==> config.mk <==
export PLATFORM = sky130hd
export DESIGN_NAME = doorlock_ctrl
export DESIGN_NICKNAME = d
export VERILOG_FILES = /design/src/rtl/doorlock_pkg.sv /design/src/rtl/dl_timer.sv /design/src/rtl/doorlock_ctrl.sv
export SDC_FILE = /design/constraint.sdc
export NUM_CORES = 1
export LEC_CHECK = 0
export ABC_CLOCK_PERIOD_IN_PS = 2250
export CELL_PAD_IN_SITES_DETAIL_PLACEMENT = 0
export CELL_PAD_IN_SITES_GLOBAL_PLACEMENT = 1
export CORE_MARGIN = 2
export CORE_UTILIZATION = 40
export DETAILED_ROUTE_END_ITERATION = 16
export GPL_TIMING_DRIVEN = 0
export PLACE_DENSITY = 0.76
export SKIP_LAST_GASP = 1
export SLEW_MARGIN = 40
export SYNTH_ARGS = -nofsm -noshare
export SYNTH_HDL_FRONTEND = slang
export SYNTH_SLANG_ARGS = --single-unit
==> constraint.sdc <==
create_clock -name clk_i -period 2.25 [get_ports clk_i]
set_input_delay 0.225 -clock clk_i [delete_from_list [all_inputs] [get_ports clk_i]]
set_output_delay 0.225 -clock clk_i [all_outputs]
set_load 0.005 [all_outputs]
==> src/rtl/doorlock_pkg.sv <==
// doorlock_pkg
// Shared definitions for the door-lock controller and the passcode store:
// external lock-state encodings, special key codes, the internal FSM state
// type and small decode helpers.
package doorlock_pkg;

    // Lock state as seen by the passcode store on state_o
    localparam logic [1:0] ST_O_IDLE = 2'b00;
    localparam logic [1:0] ST_O_ENT  = 2'b01;
    localparam logic [1:0] ST_O_SET  = 2'b10;
    localparam logic [1:0] ST_O_OPEN = 2'b11;

    // Keypad codes; 0x0-0x9 are digits, 0xC-0xF are unused
    localparam logic [3:0] KEY_STAR = 4'hA;   // abort
    localparam logic [3:0] KEY_HASH = 4'hB;   // enter set-code mode

    typedef enum logic [2:0] {
        S_IDLE,
        S_ENT_CODE,
        S_CHECK,
        S_OPEN,
        S_SET,
        S_LOCKOUT
    } lock_state_e;

    // CHECK looks like ENT_CODE and LOCKOUT looks like IDLE to the store
    function automatic logic [1:0] state_enc(input lock_state_e s);
        logic [1:0] enc;
        case (s)
            S_ENT_CODE, S_CHECK: enc = ST_O_ENT;
            S_OPEN:              enc = ST_O_OPEN;
            S_SET:               enc = ST_O_SET;
            default:             enc = ST_O_IDLE;
        endcase
        return enc;
    endfunction

    function automatic logic is_digit(input logic [3:0] k);
        return (k <= 4'd9);
    endfunction

endpackage

==> src/rtl/dl_timer.sv <==
// dl_timer
// Loadable saturating down-counter. A load takes priority; otherwise the
// count decrements until it reaches zero and then holds there.
// Ports:
//   clk_i, rst_i : clock, asynchronous active-high reset (count -> 0)
//   load_i       : load val_i this cycle
//   val_i        : load value; done_o rises val_i cycles after the load
//   done_o       : count is zero
module dl_timer #(
    parameter int W = 8
) (
    input  logic         clk_i,
    input  logic         rst_i,
    input  logic         load_i,
    input  logic [W-1:0] val_i,
    output logic         done_o
);

    logic [W-1:0] cnt_q, cnt_d;

    always_comb begin
        cnt_d = cnt_q;
        if (load_i) begin
            cnt_d = val_i;
        end else if (cnt_q != '0) begin
            cnt_d = cnt_q - W'(1);
        end
    end

    always_ff @(posedge clk_i or posedge rst_i) begin
        if (rst_i) begin
            cnt_q <= '0;
        end else begin
            cnt_q <= cnt_d;
        end
    end

    assign done_o = (cnt_q == '0);

endmodule

==> src/rtl/doorlock_ctrl.sv <==
// doorlock_ctrl
// Keypad door-lock controller. Forwards entered digits to the passcode store,
// waits for its match result, drives the unlock output, supports changing the
// code from the OPEN state, and locks out the keypad after repeated failures.
// Ports:
//   clk_i, rst_i : clock, asynchronous active-high reset
//   key_i        : key code (0-9 digit, 0xA '*', 0xB '#')
//   key_vld_i    : one-cycle strobe qualifying key_i
//   corr_i       : code-match result from the passcode store
//   number_o     : forwarded digit
//   num_vld_o    : one-cycle pulse qualifying number_o
//   state_o      : lock state for the passcode store
//   open_o       : door unlock drive
//   alarm_o      : lockout indication
module doorlock_ctrl
    import doorlock_pkg::*;
#(
    parameter int CODE_LEN       = 6,
    parameter int CHECK_LAT      = 2,
    parameter int OPEN_CYCLES    = 1000,
    parameter int TIMEOUT_CYCLES = 5000,
    parameter int MAX_FAIL       = 3,
    parameter int LOCKOUT_CYCLES = 10000
) (
    input  logic       clk_i,
    input  logic       rst_i,
    input  logic [3:0] key_i,
    input  logic       key_vld_i,
    input  logic       corr_i,
    output logic [3:0] number_o,
    output logic       num_vld_o,
    output logic [1:0] state_o,
    output logic       open_o,
    output logic       alarm_o
);

    localparam int DW     = $clog2(CODE_LEN) + 1;
    localparam int FW     = $clog2(MAX_FAIL) + 1;
    localparam int TMAX_A = (OPEN_CYCLES > TIMEOUT_CYCLES) ? OPEN_CYCLES : TIMEOUT_CYCLES;
    localparam int TMAX_B = (TMAX_A > LOCKOUT_CYCLES) ? TMAX_A : LOCKOUT_CYCLES;
    localparam int TMAX   = (TMAX_B > CHECK_LAT) ? TMAX_B : CHECK_LAT;
    localparam int TW     = $clog2(TMAX) + 1;

    // Timer reload values: done is seen on the Nth cycle after entering a state
    localparam logic [TW-1:0] T_CHECK = TW'(CHECK_LAT - 1);
    localparam logic [TW-1:0] T_OPEN  = TW'(OPEN_CYCLES - 1);
    localparam logic [TW-1:0] T_IDLE  = TW'(TIMEOUT_CYCLES - 1);
    localparam logic [TW-1:0] T_LOCK  = TW'(LOCKOUT_CYCLES - 1);

    lock_state_e   state_q, state_d;
    logic [DW-1:0] digit_cnt_q, digit_cnt_d;
    logic [FW-1:0] fail_cnt_q, fail_cnt_d;
    logic [3:0]    number_q, number_d;
    logic          num_vld_q, num_vld_d;
    logic [1:0]    state_o_q, state_o_d;
    logic          open_q, open_d;
    logic          alarm_q, alarm_d;

    logic          tmr_load;
    logic [TW-1:0] tmr_val;
    logic          tmr_done;

    logic          key_dig, key_star, key_hash;

    assign key_dig  = key_vld_i && is_digit(key_i);
    assign key_star = key_vld_i && (key_i == KEY_STAR);
    assign key_hash = key_vld_i && (key_i == KEY_HASH);

    // One timer serves CHECK latency, OPEN hold, inactivity and lockout;
    // every state entry that needs timing reloads it.
    dl_timer #(
        .W (TW)
    ) u_timer (
        .clk_i  (clk_i),
        .rst_i  (rst_i),
        .load_i (tmr_load),
        .val_i  (tmr_val),
        .done_o (tmr_done)
    );

    always_comb begin
        state_d     = state_q;
        digit_cnt_d = digit_cnt_q;
        fail_cnt_d  = fail_cnt_q;
        number_d    = number_q;
        num_vld_d   = 1'b0;
        tmr_load    = 1'b0;
        tmr_val     = '0;

        case (state_q)
            S_IDLE: begin
                if (key_dig) begin
                    number_d    = key_i;
                    num_vld_d   = 1'b1;
                    digit_cnt_d = DW'(1);
                    tmr_load    = 1'b1;
                    if (CODE_LEN == 1) begin
                        state_d = S_CHECK;
                        tmr_val = T_CHECK;
                    end else begin
                        state_d = S_ENT_CODE;
                        tmr_val = T_IDLE;
                    end
                end
            end

            S_ENT_CODE: begin
                // Timeout outranks any key arriving on the same cycle
                if (tmr_done) begin
                    state_d     = S_IDLE;
                    digit_cnt_d = '0;
                end else if (key_star) begin
                    state_d     = S_IDLE;
                    digit_cnt_d = '0;
                end else if (key_dig) begin
                    number_d    = key_i;
                    num_vld_d   = 1'b1;
                    digit_cnt_d = digit_cnt_q + DW'(1);
                    tmr_load    = 1'b1;
                    if (digit_cnt_q == DW'(CODE_LEN - 1)) begin
                        state_d = S_CHECK;
                        tmr_val = T_CHECK;
                    end else begin
                        tmr_val = T_IDLE;
                    end
                end
            end

            S_CHECK: begin
                // corr_i is only trusted on the last CHECK cycle
                if (tmr_done) begin
                    digit_cnt_d = '0;
                    tmr_load    = 1'b1;
                    if (corr_i) begin
                        state_d    = S_OPEN;
                        fail_cnt_d = '0;
                        tmr_val    = T_OPEN;
                    end else begin
                        fail_cnt_d = fail_cnt_q + FW'(1);
                        if (fail_cnt_q >= FW'(MAX_FAIL - 1)) begin
                            state_d = S_LOCKOUT;
                            tmr_val = T_LOCK;
                        end else begin
                            state_d = S_IDLE;
                        end
                    end
                end
            end

            S_OPEN: begin
                if (key_hash) begin
                    state_d     = S_SET;
                    digit_cnt_d = '0;
                    tmr_load    = 1'b1;
                    tmr_val     = T_IDLE;
                end else if (tmr_done) begin
                    state_d = S_IDLE;
                end
            end

            S_SET: begin
                // Full code already forwarded: leave one cycle after the last pulse
                if (digit_cnt_q == DW'(CODE_LEN)) begin
                    state_d     = S_IDLE;
                    digit_cnt_d = '0;
                end else if (tmr_done || key_star) begin
                    state_d     = S_IDLE;
                    digit_cnt_d = '0;
                end else if (key_dig) begin
                    number_d    = key_i;
                    num_vld_d   = 1'b1;
                    digit_cnt_d = digit_cnt_q + DW'(1);
                    tmr_load    = 1'b1;
                    tmr_val     = T_IDLE;
                end
            end

            S_LOCKOUT: begin
                if (tmr_done) begin
                    state_d    = S_IDLE;
                    fail_cnt_d = '0;
                end
            end

            default: begin
                state_d     = S_IDLE;
                digit_cnt_d = '0;
            end
        endcase

        // Outputs are registered from the next state so they line up with it
        state_o_d = state_enc(state_d);
        open_d    = (state_d == S_OPEN);
        alarm_d   = (state_d == S_LOCKOUT);
    end

    always_ff @(posedge clk_i or posedge rst_i) begin
        if (rst_i) begin
            state_q     <= S_IDLE;
            digit_cnt_q <= '0;
            fail_cnt_q  <= '0;
            number_q    <= '0;
            num_vld_q   <= 1'b0;
            state_o_q   <= ST_O_IDLE;
            open_q      <= 1'b0;
            alarm_q     <= 1'b0;
        end else begin
            state_q     <= state_d;
            digit_cnt_q <= digit_cnt_d;
            fail_cnt_q  <= fail_cnt_d;
            number_q    <= number_d;
            num_vld_q   <= num_vld_d;
            state_o_q   <= state_o_d;
            open_q      <= open_d;
            alarm_q     <= alarm_d;
        end
    end

    assign number_o  = number_q;
    assign num_vld_o = num_vld_q;
    assign state_o   = state_o_q;
    assign open_o    = open_q;
    assign alarm_o   = alarm_q;

endmodule

# --- Word-level counts from Yosys, hierarchy flattened ---
# Index checks and enable logic that the tools add are counted.
classes:
  n_addsub: 3
  magnitude_cmp: 2
  eq_ne: 22
  muxes: 56
  bitwise_logic: 1
  n_reduce_logical: 14
ops:
  columns: ["operator", "count"]
  rows:
  - ["$mux 13", 6]
  - ["$pmux 15 s5", 1]
  - ["$mux 15", 4]
  - ["$mux 4", 13]
  - ["$mux 3", 15]
  - ["$mux 14", 3]
  - ["$pmux 4 s6", 1]
  - ["$pmux 3 s6", 1]
  - ["$ne 2x2->1 const B", 8]
  - ["$logic_not 15->1", 1]
  - ["$reduce_bool 15->1", 1]
  - ["$sub 15x1->15 const B", 1]
  - ["$eq 3x2->1 const B", 4]
  - ["$eq 3x3->1 const B", 4]
  - ["$pmux 4 s3", 1]
  - ["$eq 4x3->1 const B", 2]
  - ["$eq 4x4->1 const B", 2]
  - ["$mux 1", 7]
  - ["$eq 3x1->1 const B", 2]
  - ["$pmux 2 s3", 1]
  - ["$pmux 3 s2", 1]
  - ["$pmux 1 s5", 1]
  - ["$reduce_and 5->1", 1]
  - ["$add 4x1->4 const B", 1]
  - ["other kinds (13)", 16]
totals:
  regBits: 34
  inputBits: 8
  out_inout_bits: 9

# --- Logic depth before layout (Yosys ltp) ---
# Gate-level depths: netlist of run 1.
depth:
  ltp_word: 9
  mapped_depth: 10
  mapped_depth_nobuf: 8

# --- Cells and area by module ---
# From an unflattened synthesis of run 1, not the netlist that was laid out.
unflattened:
  hier_cells: 212
  area_unflattened_um2: 2018.2
modules_own_cells:
  columns: ["module", "instances", "cells_per_inst", "area_each_um2", "seq_area_each_um2"]
  rows:
  - ["doorlock_ctrl", 1, 124, 1146.1, 475.5]
  - ["dl_timer", 1, 88, 872.1, 375.4]

# --- Worst setup path after synthesis of run 1 ---
# No wires, ideal clock.
synth_timing:
  path_kind: "register to register"
  from: "reg u_timer.cnt_q[0]"
  to: "reg number_q[0], in the netlist number_o[0]"
  setup_time_ps: 125
  arrival_time_ps: 2099
  required_time_ps: 2125
  setup_slack_ps: 26
  path_stages_with_launch: 9
  path_buffers: 0
  path_cell_list: "dfrtp_1 > inv_1 > ha_1 > nor4b_1 > nand4_2 > nand2_1 > a21o_1 > a211oi_1 > mux2_2"
synth_between:
  elab_chain_len: 4
  word_cells_on_any_way: 5
  cone_classes: "eq/ne: 2; reduce/logical: 3"
synth_lines:
  columns: ["element", "line_no", "source"]
  rows:
  - ["start, declared", "dl_timer.sv:19", "logic [W-1:0] cnt_q, cnt_d;"]
  - ["start signal, assigned", "dl_timer.sv:34", "cnt_q <= cnt_d;"]
  - ["$logic_not 15->1 (*)", "dl_timer.sv:38", "assign done_o = (cnt_q == '0);"]
  - ["$logic_or 1x1->1", "doorlock_ctrl.sv:166", "end else if (tmr_done || key_star) begin"]
  - ["$ne 2x2->1 (no line)", null, null]
  - ["$reduce_and 5->1 (no line) (*)", null, null]
  - ["end signal, assigned", "doorlock_ctrl.sv:211", "number_q <= number_d;"]
  - ["end, declared", "doorlock_ctrl.sv:53", "logic [3:0] number_q, number_d;"]
# Mark *: on every way between the ends. The rest lies on a longest branch, timed or not.
# A chain may end at the register's enable or synchronous reset.

# --- Final worst setup path of run 1 ---
layout_timing:
  from: "reg u_timer.cnt_q[7]"
  to: "reg fail_cnt_q[2]"
layout_between:
  elab_chain_len: 3
  word_cells_on_any_way: 4
  cone_classes: "eq/ne: 2; reduce/logical: 2"
layout_lines:
  columns: ["element", "line_no", "source"]
  rows:
  - ["$logic_not 15->1 (*)", "dl_timer.sv:38", null]
  - ["$ne 2x2->1 (no line)", null, null]
  - ["$reduce_and 3->1 (no line) (*)", null, null]
  - ["end signal, assigned", "doorlock_ctrl.sv:210", "fail_cnt_q <= fail_cnt_d;"]
  - ["end, declared", "doorlock_ctrl.sv:52", "logic [FW-1:0] fail_cnt_q, fail_cnt_d;"]
# Marked as above.

==> results of run 1 <==
## where the power goes
group          switching [W]  internal [W]  leakage [nW]
clock network       0.000235      0.000247        0.0482
logic               0.000663      0.000649         0.806
registers           0.000209      0.000792         0.417
total                0.00111       0.00169          1.27
## metal layers
metal,global-route usage (%),up-vias,wire (microns)
li1,-,891,-
met1,29.8,868,2600
met2,29.6,34,2350
met3,3.70,7,167
met4,6.04,0,58
met5,0,-,0
## cells in the mapped netlist (4+ instances only)
library cell  count  area, sq um
dfrtp_1          34          851
nand2_1          27          101
nor2_1           16         60.1
a21oi_1          13         65.1
o21ai_0          12         60.1
inv_1            11         41.3
xor2_1           10         87.6
nand3_1           7         35.0
nor3_1            7         35.0
ha_1              6         75.1
nand2b_1          6         37.5
nor4_1            6         37.5
and2_1            5         31.3
clkbuf_1          5         18.8
nor2b_1           5         31.3
a21o_1            4         30.0
mux2_2            4         45.0
o31ai_1           4         30.0
## worst paths after layout
check | cells past startpoint | from | slack (ps) | end
max | 6 | u_timer.cnt_q[7] | -20 | fail_cnt_q[2]
min | 2 | rst_i | 310 | fail_cnt_q[1]
max reg2reg | 6 | u_timer.cnt_q[7] | -20 | fail_cnt_q[2]
min reg2reg | 1 | digit_cnt_q[3] | 510 | digit_cnt_q[3]
max in group asynchronous | 2 | rst_i | 1530 | u_timer.cnt_q[0]
min in group clk_i | 1 | digit_cnt_q[3] | 510 | digit_cnt_q[3]
## stage by stage
step / total power (W) / TNS [ps] / std cells / instance area (sq um) / util, %
global placement: 0.00198 / -9150 / 309 / 2280 / 47.3
finish: 0.00280 / -18.0 / 338 / 2740 / 56.9
detailed placement: 0.00199 / -9170 / 309 / 2280 / 47.3
floorplan: 0.00168 / 0 / 226 / 2030 / -
global route: 0.00300 / -444 / 338 / 2740 / 56.9
CTS: 0.00260 / 0 / 325 / 2520 / 52.3
## sequential cells by signal, summed over array words and instances (netlist names)
register       flops
alarm_o            1
digit_cnt_q        4
fail_cnt_q         3
num_vld_o          1
number_o           4
open_o             1
state_o            2
state_q            3
u_timer.cnt_q     15
## cells by family after synthesis
logic type | count (synthesis) | synth area share [%]
xor+xnor | 11 | 4.74
mux | 6 | 3.20
simple gates | 106 | 29.5
flops | 34 | 41.8
compound gates | 45 | 13.7
fa+ha+maj | 6 | 3.69
buf+inv | 18 | 3.44
## repair_timing
| item | in CTS | in global routing |
|---|---|---|
| hold endpoints to repair | 0 | 0 |
| resized for setup | 17 | 27 |
| hold buffers | 0 | 0 |
| pin swaps | 4 | 6 |
| setup buffers | 8 | 15 |
| setup endpoints to repair | 32 | 27 |
## cell type report
cell class                 instances  area (sq um)
clock inverter                     1          5.00
sequential                        34           856
fill                             435          2080
tap                               67          83.8
buffer                             6          33.8
inverter                          11          42.5
clock buffer                       7          86.3
timing repair buffer              38           342
multi-input combinational        174          1290
==> qor.yml, run 1 <==
synthesis:
  async_flop_share_pct: 100
  synth_cells: 226
  synth-edff-count: 0
  ys_seq_elements: 34
  ys_types: 47
  yosys_warnings: 0
  synth.cell_area_sq_um: 2030
  syn_avg_cell_area_sq_um: 9.00
  synth_top_flop_cell: "dfrtp_1"
  synth_nets: 240
  ys_seq_area_share_pct: 41.8
power:
  ir_worst_vdd_mv: 0.461
  power.density_nw_per_um2: 1020
  p_leak_nw: 1.27
critical_path:
  critPathBufInv: 0
  startpoint_type: "flop"
  required_ps: 2470
  max_stage_delay_ps: 550
  path_delay_family: "simple AND/OR/NAND/NOR gates"
  crit_path_top_delay_cell: "or4_4"
  path_class: "flop to flop"
  cp.arrival_ps: 2490
  path_max_fanout: 6
  cp_cell_sequence: "or4_4, nor4_4, nand2_4, or3_4, o21ai_1, a22o_1"
  end_kind: "flop"
route:
  drt_iter0_markers: 77
  routed_wl_microns: 5170
  vias: 1800
  drc: 0
  drt-pass1-iter-count: 4
  routed_via_density: 5.33
  ant_nets: 0
  wl_per_cell_microns: 15.3
cts:
  clock_sinks: 34
  cts_tree: "done"
  cts_buffers: 5
  clockRootBuffer: "clkbuf_8"
  cts.path.max_buffers: 2
  cts.clk_slew.worst_paths_ps: 80
  h-tree-depth: 2
  clkLatencyLatePin_ps: 290
timing:
  slew_violations: 0
  fmax_mhz: 441
  tightest_slew_ps: 718
  whs_ps: 307
  fin_crit_ps: 2270
  hold_viol_final: 0
  period_share_pct: 101
  rsz0062_at_grt: "yes"
  skew_ps: 11.5
  timing.final.ws_setup_ps: -18.0
  relSlewSlack_pct: 51.7
  setup_viol_count_final: 1
global_routing:
  grt_pass1_vias: 1703
  groute.usage.overall_pct: 20.0
  antenna_found_initial: 0
  grt-ovfl-total: 0
  grt_pass1_wl_microns: 8580
  grt_start_max_net_pins: 35
floorplan:
  fp.coreArea_sq_um: 4820
  io_pins: 17
  row_count: 25
  die_y_microns: 75.3
  dieArea_sq_um: 5670
  start_util_pct: 42.2
  die_w_microns: 75.3
place:
  dp_hpwl_microns: 3280
  pre_cts_slack_ps: -485
  port_buffers: 16
  place_congestion: 0.777
cells_and_area:
  layout_commonest_cell: "dfrtp_1"
  final_nets: 284
  syn2layout_area_growth_pct: 34.7
  final_layout_size_suffix_gt1_share_pct: 24.4
  insertedDiodeCount: 0
  most-common-layout-cells: "30 x dfrtp_1, 26 x nand2_1, 21 x buf_4"
outcome:
  violations: "negative setup slack"
  run_status: "finished with violations"
min_path:
  hp-class: "primary input to asynchronous set/reset pin"
job:
  maxCapViolations: 0
No activity file was read; power rests on OpenSTA's default activity.
==> run 2, diff against run 1 <==
--- a/config.mk
+++ b/config.mk
@@ -8,13 +8,12 @@
 export ABC_CLOCK_PERIOD_IN_PS = 2250
 export CELL_PAD_IN_SITES_DETAIL_PLACEMENT = 0
 export CELL_PAD_IN_SITES_GLOBAL_PLACEMENT = 1
-export CORE_MARGIN = 2
+export CORE_MARGIN = 1.5
 export CORE_UTILIZATION = 40
 export DETAILED_ROUTE_END_ITERATION = 16
 export GPL_TIMING_DRIVEN = 0
 export PLACE_DENSITY = 0.76
 export SKIP_LAST_GASP = 1
-export SLEW_MARGIN = 40
 export SYNTH_ARGS = -nofsm -noshare
 export SYNTH_HDL_FRONTEND = slang
 export SYNTH_SLANG_ARGS = --single-unit
==> run 2 against run 1 <==
  * Clock skew decreased by 2.7 ps
  * Global-route usage decreased by 0.13 points
  * Sequential share of layout area rose by 1.4 points
  * The flow now finishes without violations
  * Worst setup slack better by 93 ps
  * Largest power group unchanged
  * Count of clock-buffer cells in the layout stayed put
  * Non-clock buffer count shrank 12
==> qor.yml, run 2 (same netlist as run 1, synthesis figures left out) <==
outcome:
  run_status: "complete, no violations"
floorplan:
  die_y_microns: 74.3
  die_w_microns: 74.3
  io_pins: 17
  dieArea_sq_um: 5520
  start_util_pct: 42.2
  fp.coreArea_sq_um: 4820
  row_count: 25
critical_path:
  path_max_fanout: 8
  cp.arrival_ps: 2400
  r2r-start: "u_timer.cnt_q[6]"
  worstReg2RegEnd: "fail_cnt_q[2]"
  ff2ff_setup_slack_ps: 70
  startpoint_type: "flop"
  path_class: "flop to flop"
  required_ps: 2480
  crit_end: "fail_cnt_q[2]"
  worstRegToRegCells: 6
  critPathLaunch: "u_timer.cnt_q[6]"
  end_kind: "flop"
place:
  placed_cells: 310
  place_congestion: 0.778
  pre_cts_slack_ps: -471
  dp_hpwl_microns: 3370
  port_buffers: 16
timing:
  setup_viol_count_final: 0
  hold_viol_final: 0
  tightest_slew_ps: 722
  period_share_pct: 96.7
  relSlewSlack_pct: 51.8
  fmax_mhz: 460
  timing.final.ws_setup_ps: 74.7
  fin_crit_ps: 2180
  slew_violations: 0
  rsz0062_at_grt: "yes"
  skew_ps: 8.86
cts:
  cts_buffers: 5
  h-tree-depth: 2
  cts.path.max_buffers: 2
  clockRootBuffer: "clkbuf_8"
  cts.clk_slew.worst_paths_ps: 80
  cts_tree: "done"
  clock_sinks: 34
  clkLatencyLatePin_ps: 290
job:
  maxCapViolations: 0
power:
  switching_power_w: 0.00107
  ir_worst_vdd_mv: 0.438
  p_leak_nw: 1.22
  combPwrFrac_pct: 45.4
  clockPowerShare_pct: 17.5
  swShare_pct: 39.3
  power.density_nw_per_um2: 1040
  internal_power_w: 0.00165
  power_frac_seq_pct: 37.1
route:
  drc: 0
  routed_via_density: 5.34
  vias: 1741
  drt-pass1-iter-count: 4
  wl_per_cell_microns: 15.2
  ant_nets: 0
  drt_iter0_markers: 69
  routed_wl_microns: 4940
cells_and_area:
  fill_cells: 447
  syn2layout_area_growth_pct: 28.7
  final_nets: 272
  regMostFlops: "u_timer.cnt_q"
  most-common-layout-cells: "31 x dfrtp_1, 26 x nand2_1, 16 x clkdlybuf4s50_1"
  insertedDiodeCount: 0
  final_layout_size_suffix_gt1_share_pct: 18.5
  fin_cells: 326
  layout_commonest_cell: "dfrtp_1"
  largest_register_ffs: 15
global_routing:
  grt_pass1_wl_microns: 8240
  grt-ovfl-total: 0
  grt_pass1_vias: 1657
  antenna_found_initial: 0
  groute.usage.overall_pct: 19.9
  grt_start_max_net_pins: 20
min_path:
  hp-class: "primary input to asynchronous set/reset pin"
[run 2: cell count changes in the layout (fill, tap and decap cells not counted), sizes merged]
cell | before | now
buf | 24 | 12
inv | 10 | 11
clkinv | 2 | 1
[run 2: how the worst min path moves through the flow]
stage	start	end	slack (ps)	depth (start not counted)
global placement	digit_cnt_q[3]	digit_cnt_q[3]	490	1
CTS	rst_i	u_timer.cnt_q[14]	370	2
global route	rst_i	u_timer.cnt_q[14]	430	2
finish	rst_i	u_timer.cnt_q[14]	350	2
floorplan	rst_i	alarm_o	370	1
detailed placement	digit_cnt_q[3]	digit_cnt_q[3]	490	1
[run 2: critical path, cell delays in order, from the launching register on]
cell	delay (ps)
dfrtp_2	460
or4_4	570
nor4_4	230
nand2_4	160
or3_4	430
o21ai_1	120
a22o_1	130
[run 2: metrics by stage]
stage / area, sq um / utilization [%] / hold WS, ps / total power [W] / setup TNS, ps
floorplan: 2030 / - / 367 / 0.00168 / 0
detailed placement: 2310 / 47.9 / 486 / 0.00199 / -8680
global placement: 2280 / 47.3 / 485 / 0.00198 / -9490
global route: 2620 / 54.3 / 427 / 0.00294 / -8.52
finish: 2620 / 54.3 / 348 / 0.00271 / 0
CTS: 2510 / 52.1 / 367 / 0.00258 / 0
[run 2: routing by layer]
layer / vias up / GRT usage (%) / wire length, microns
met5: - / 0 / 0
met4: 0 / 6.67 / 53
met3: 5 / 4.47 / 184
met2: 33 / 29.2 / 2200
met1: 836 / 29.0 / 2500
li1: 867 / - / -
[run 2: final cells by class]
cell class	count	area, sq um	share of cell area, %
Multi-Input combinational cell	174	1250	47.9
Sequential cell	34	855	32.6
Timing Repair Buffer	27	263	10.0
Clock buffer	7	86.3	3.30
Tap cell	67	83.8	3.20
Inverter	11	41.3	1.58
Buffer	5	30.0	1.15
Clock inverter	1	5.00	0.191
[run 2: power groups by stage]
stage                     logic [W]  clock network [W]  registers [W]
after floorplan            0.000746                  0       0.000933
after global placement      0.00102                  0       0.000963
after detailed placement    0.00103                  0       0.000964
after CTS                   0.00112           0.000494       0.000963
after global routing        0.00138           0.000522        0.00104
final                       0.00123           0.000475        0.00101
[run 2: repair_timing]
action	CTS	global route
resized for setup	16	17
buffers inserted	4	6
hold buffers	0	0
setup endpoints to repair	31	27
pin swaps	2	4
==> run 3, diff against run 2 <==
--- a/config.mk
+++ b/config.mk
@@ -8,6 +8,7 @@
 export ABC_CLOCK_PERIOD_IN_PS = 2250
 export CELL_PAD_IN_SITES_DETAIL_PLACEMENT = 0
 export CELL_PAD_IN_SITES_GLOBAL_PLACEMENT = 1
+export CORE_ASPECT_RATIO = 1.75
 export CORE_MARGIN = 1.5
 export CORE_UTILIZATION = 40
 export DETAILED_ROUTE_END_ITERATION = 16
==> run 3 against run 2 <==
  * Core utilization down 1.2 points
  * Critical path type unchanged
  * Largest power group unchanged
  * Critical endpoint unchanged
  * Highest routed layer unchanged
  * Cell count down 3.4%
  * Sequential share of layout area down 0.094 points
==> qor.yml, run 3 (same netlist as run 1, synthesis figures left out) <==
global_routing:
  grt_pass1_vias: 1769
  grt-ovfl-total: 0
  top_usage_layer: "met2"
  met2_usage_pct: 38.0
  met1_usage_pct: 20.4
  groute.usage.overall_pct: 19.8
  grt_pass1_wl_microns: 8490
  grt_start_max_net_pins: 19
  met3_usage_pct: 3.20
  antenna_found_initial: 0
power:
  ir_worst_vdd_mv: 0.664
  total_power_w: 0.00279
  p_leak_nw: 1.22
  power.density_nw_per_um2: 1060
timing:
  setup_viol_count_final: 0
  timing.final.ws_setup_ps: 81.3
  period_share_pct: 96.4
  slew_violations: 0
  fin_crit_ps: 2170
  rsz0062_at_grt: "yes"
  skew_ps: 5.54
  tightest_slew_ps: 767
  hold_viol_final: 0
  fmax_mhz: 461
  relSlewSlack_pct: 48.8
critical_path:
  cp.arrival_ps: 2400
  cp_cell_sequence: "or4_4, nor4_4, nand2_4, or3_4, o21ai_2, a22o_1"
  end_kind: "flop"
  critPathBufInv: 0
  crit_path_top_delay_cell: "or4_4"
  path_delay_family: "simple AND/OR/NAND/NOR gates"
  max_stage_delay_ps: 570
  path_max_fanout: 7
  required_ps: 2480
  startpoint_type: "flop"
  path_class: "flop to flop"
cells_and_area:
  utilization_pct: 53.1
  syn2layout_area_growth_pct: 28.8
  fin_cells: 315
  final_nets: 275
  most-common-layout-cells: "32 x dfrtp_1, 27 x nand2_1, 16 x clkdlybuf4s50_1"
  regMostFlops: "u_timer.cnt_q"
  fin_area_sq_um: 2620
  largest_register_ffs: 15
  layout_commonest_cell: "dfrtp_1"
  final_layout_size_suffix_gt1_share_pct: 19.2
  insertedDiodeCount: 0
cts:
  clockRootBuffer: "clkbuf_8"
  cts_buffers: 5
  clkLatencyLatePin_ps: 290
  h-tree-depth: 2
  clock_sinks: 34
  cts.path.max_buffers: 2
  cts.clk_slew.worst_paths_ps: 70
  cts_tree: "done"
min_path:
  hp-class: "primary input to asynchronous set/reset pin"
route:
  routed_via_density: 5.66
  drt-pass1-iter-count: 4
  wl_per_cell_microns: 16.2
  vias: 1783
  drc: 0
  drt_iter0_markers: 29
  routed_wl_microns: 5100
  ant_nets: 0
outcome:
  run_status: "complete, no violations"
floorplan:
  die_y_microns: 97.3
  io_pins: 17
  die_w_microns: 56.9
  start_util_pct: 41.2
  row_count: 34
  dieArea_sq_um: 5540
  fp.coreArea_sq_um: 4930
place:
  place_congestion: 0.897
  dp_hpwl_microns: 3840
  pre_cts_slack_ps: -580
  dpl_cell_area_sq_um: 2290
  port_buffers: 16
  placed_cells: 297
job:
  maxCapViolations: 0
==> run 3: changes by cell type in the layout (fill, tap and decap cells not counted), sizes merged <==
cell / previous run / this run
clkbuf: 11 / 10
buf: 12 / 15
clkinv: 1 / 0
bufinv: 0 / 1
==> run 3: final timing paths <==
kind,from,end,slack [ps],depth (start not counted)
worst max register to register,u_timer.cnt_q[6],fail_cnt_q[2],80,6
max in group asynchronous,rst_i,u_timer.cnt_q[6],1320,3
worst min register to register,digit_cnt_q[3],digit_cnt_q[3],500,1
worst max-delay path,u_timer.cnt_q[6],fail_cnt_q[2],80,6
worst min-delay path,rst_i,u_timer.cnt_q[2],380,2
min in group clk_i,digit_cnt_q[3],digit_cnt_q[3],500,1
==> run 3: final cells by class <==
cell class                      instances  area (sq um)
Multi-Input combinational cell        174          1230
Clock buffer                            6          82.6
Inverter                               11          41.3
Clock inverter                          1          30.0
Timing Repair Buffer                   30           285
Sequential cell                        34           853
Fill cell                             498          2310
Tap cell                               54          67.6
Buffer                                  5          30.0
==> run 3: routing by layer <==
layer  wire [microns]  part of all wire (%)  up-vias
met4              125                   2.5        0
met5                0                     0        -
met1             1880                    37      878
met2             2990                    59       23
met3              101                   2.0        7
li1                 -                     -      875
==> run 3: per-stage QoR <==
step / setup TNS [ps] / hold slack (ps)
6_report: 0 / 376
2_1_floorplan: 0 / 367
3_3_place_gp: -10020 / 491
3_5_place_dp: -9810 / 495
4_1_cts: -12.0 / 408
5_1_grt: -30.0 / 464
==> run 3: worst register-to-register path: stages, from the launching register on <==
cell and delay [ps]:
dfrtp_2 460, or4_4 570, nor4_4 260, nand2_4 150
or3_4 430, o21ai_2 110, a22o_1 130
==> run 3: what timing repair did <==
action / in CTS / in global routing
hold buffers: 0 / 0
buffers inserted: 6 / 7
pin swaps: 3 / 4
gates resized for setup: 19 / 11
endpoints found under the setup margin: 31 / 26
==> run 3: power breakdown <==
group | internal (W) | switching [W] | total (W) | leakage (nW)
Sequential | 0.000789 | 0.000214 | 0.00100 | 0.418
Clock | 0.000354 | 0.000222 | 0.000576 | 0.0573
Combinational | 0.000589 | 0.000618 | 0.00121 | 0.748
Total | 0.00173 | 0.00105 | 0.00279 | 1.22
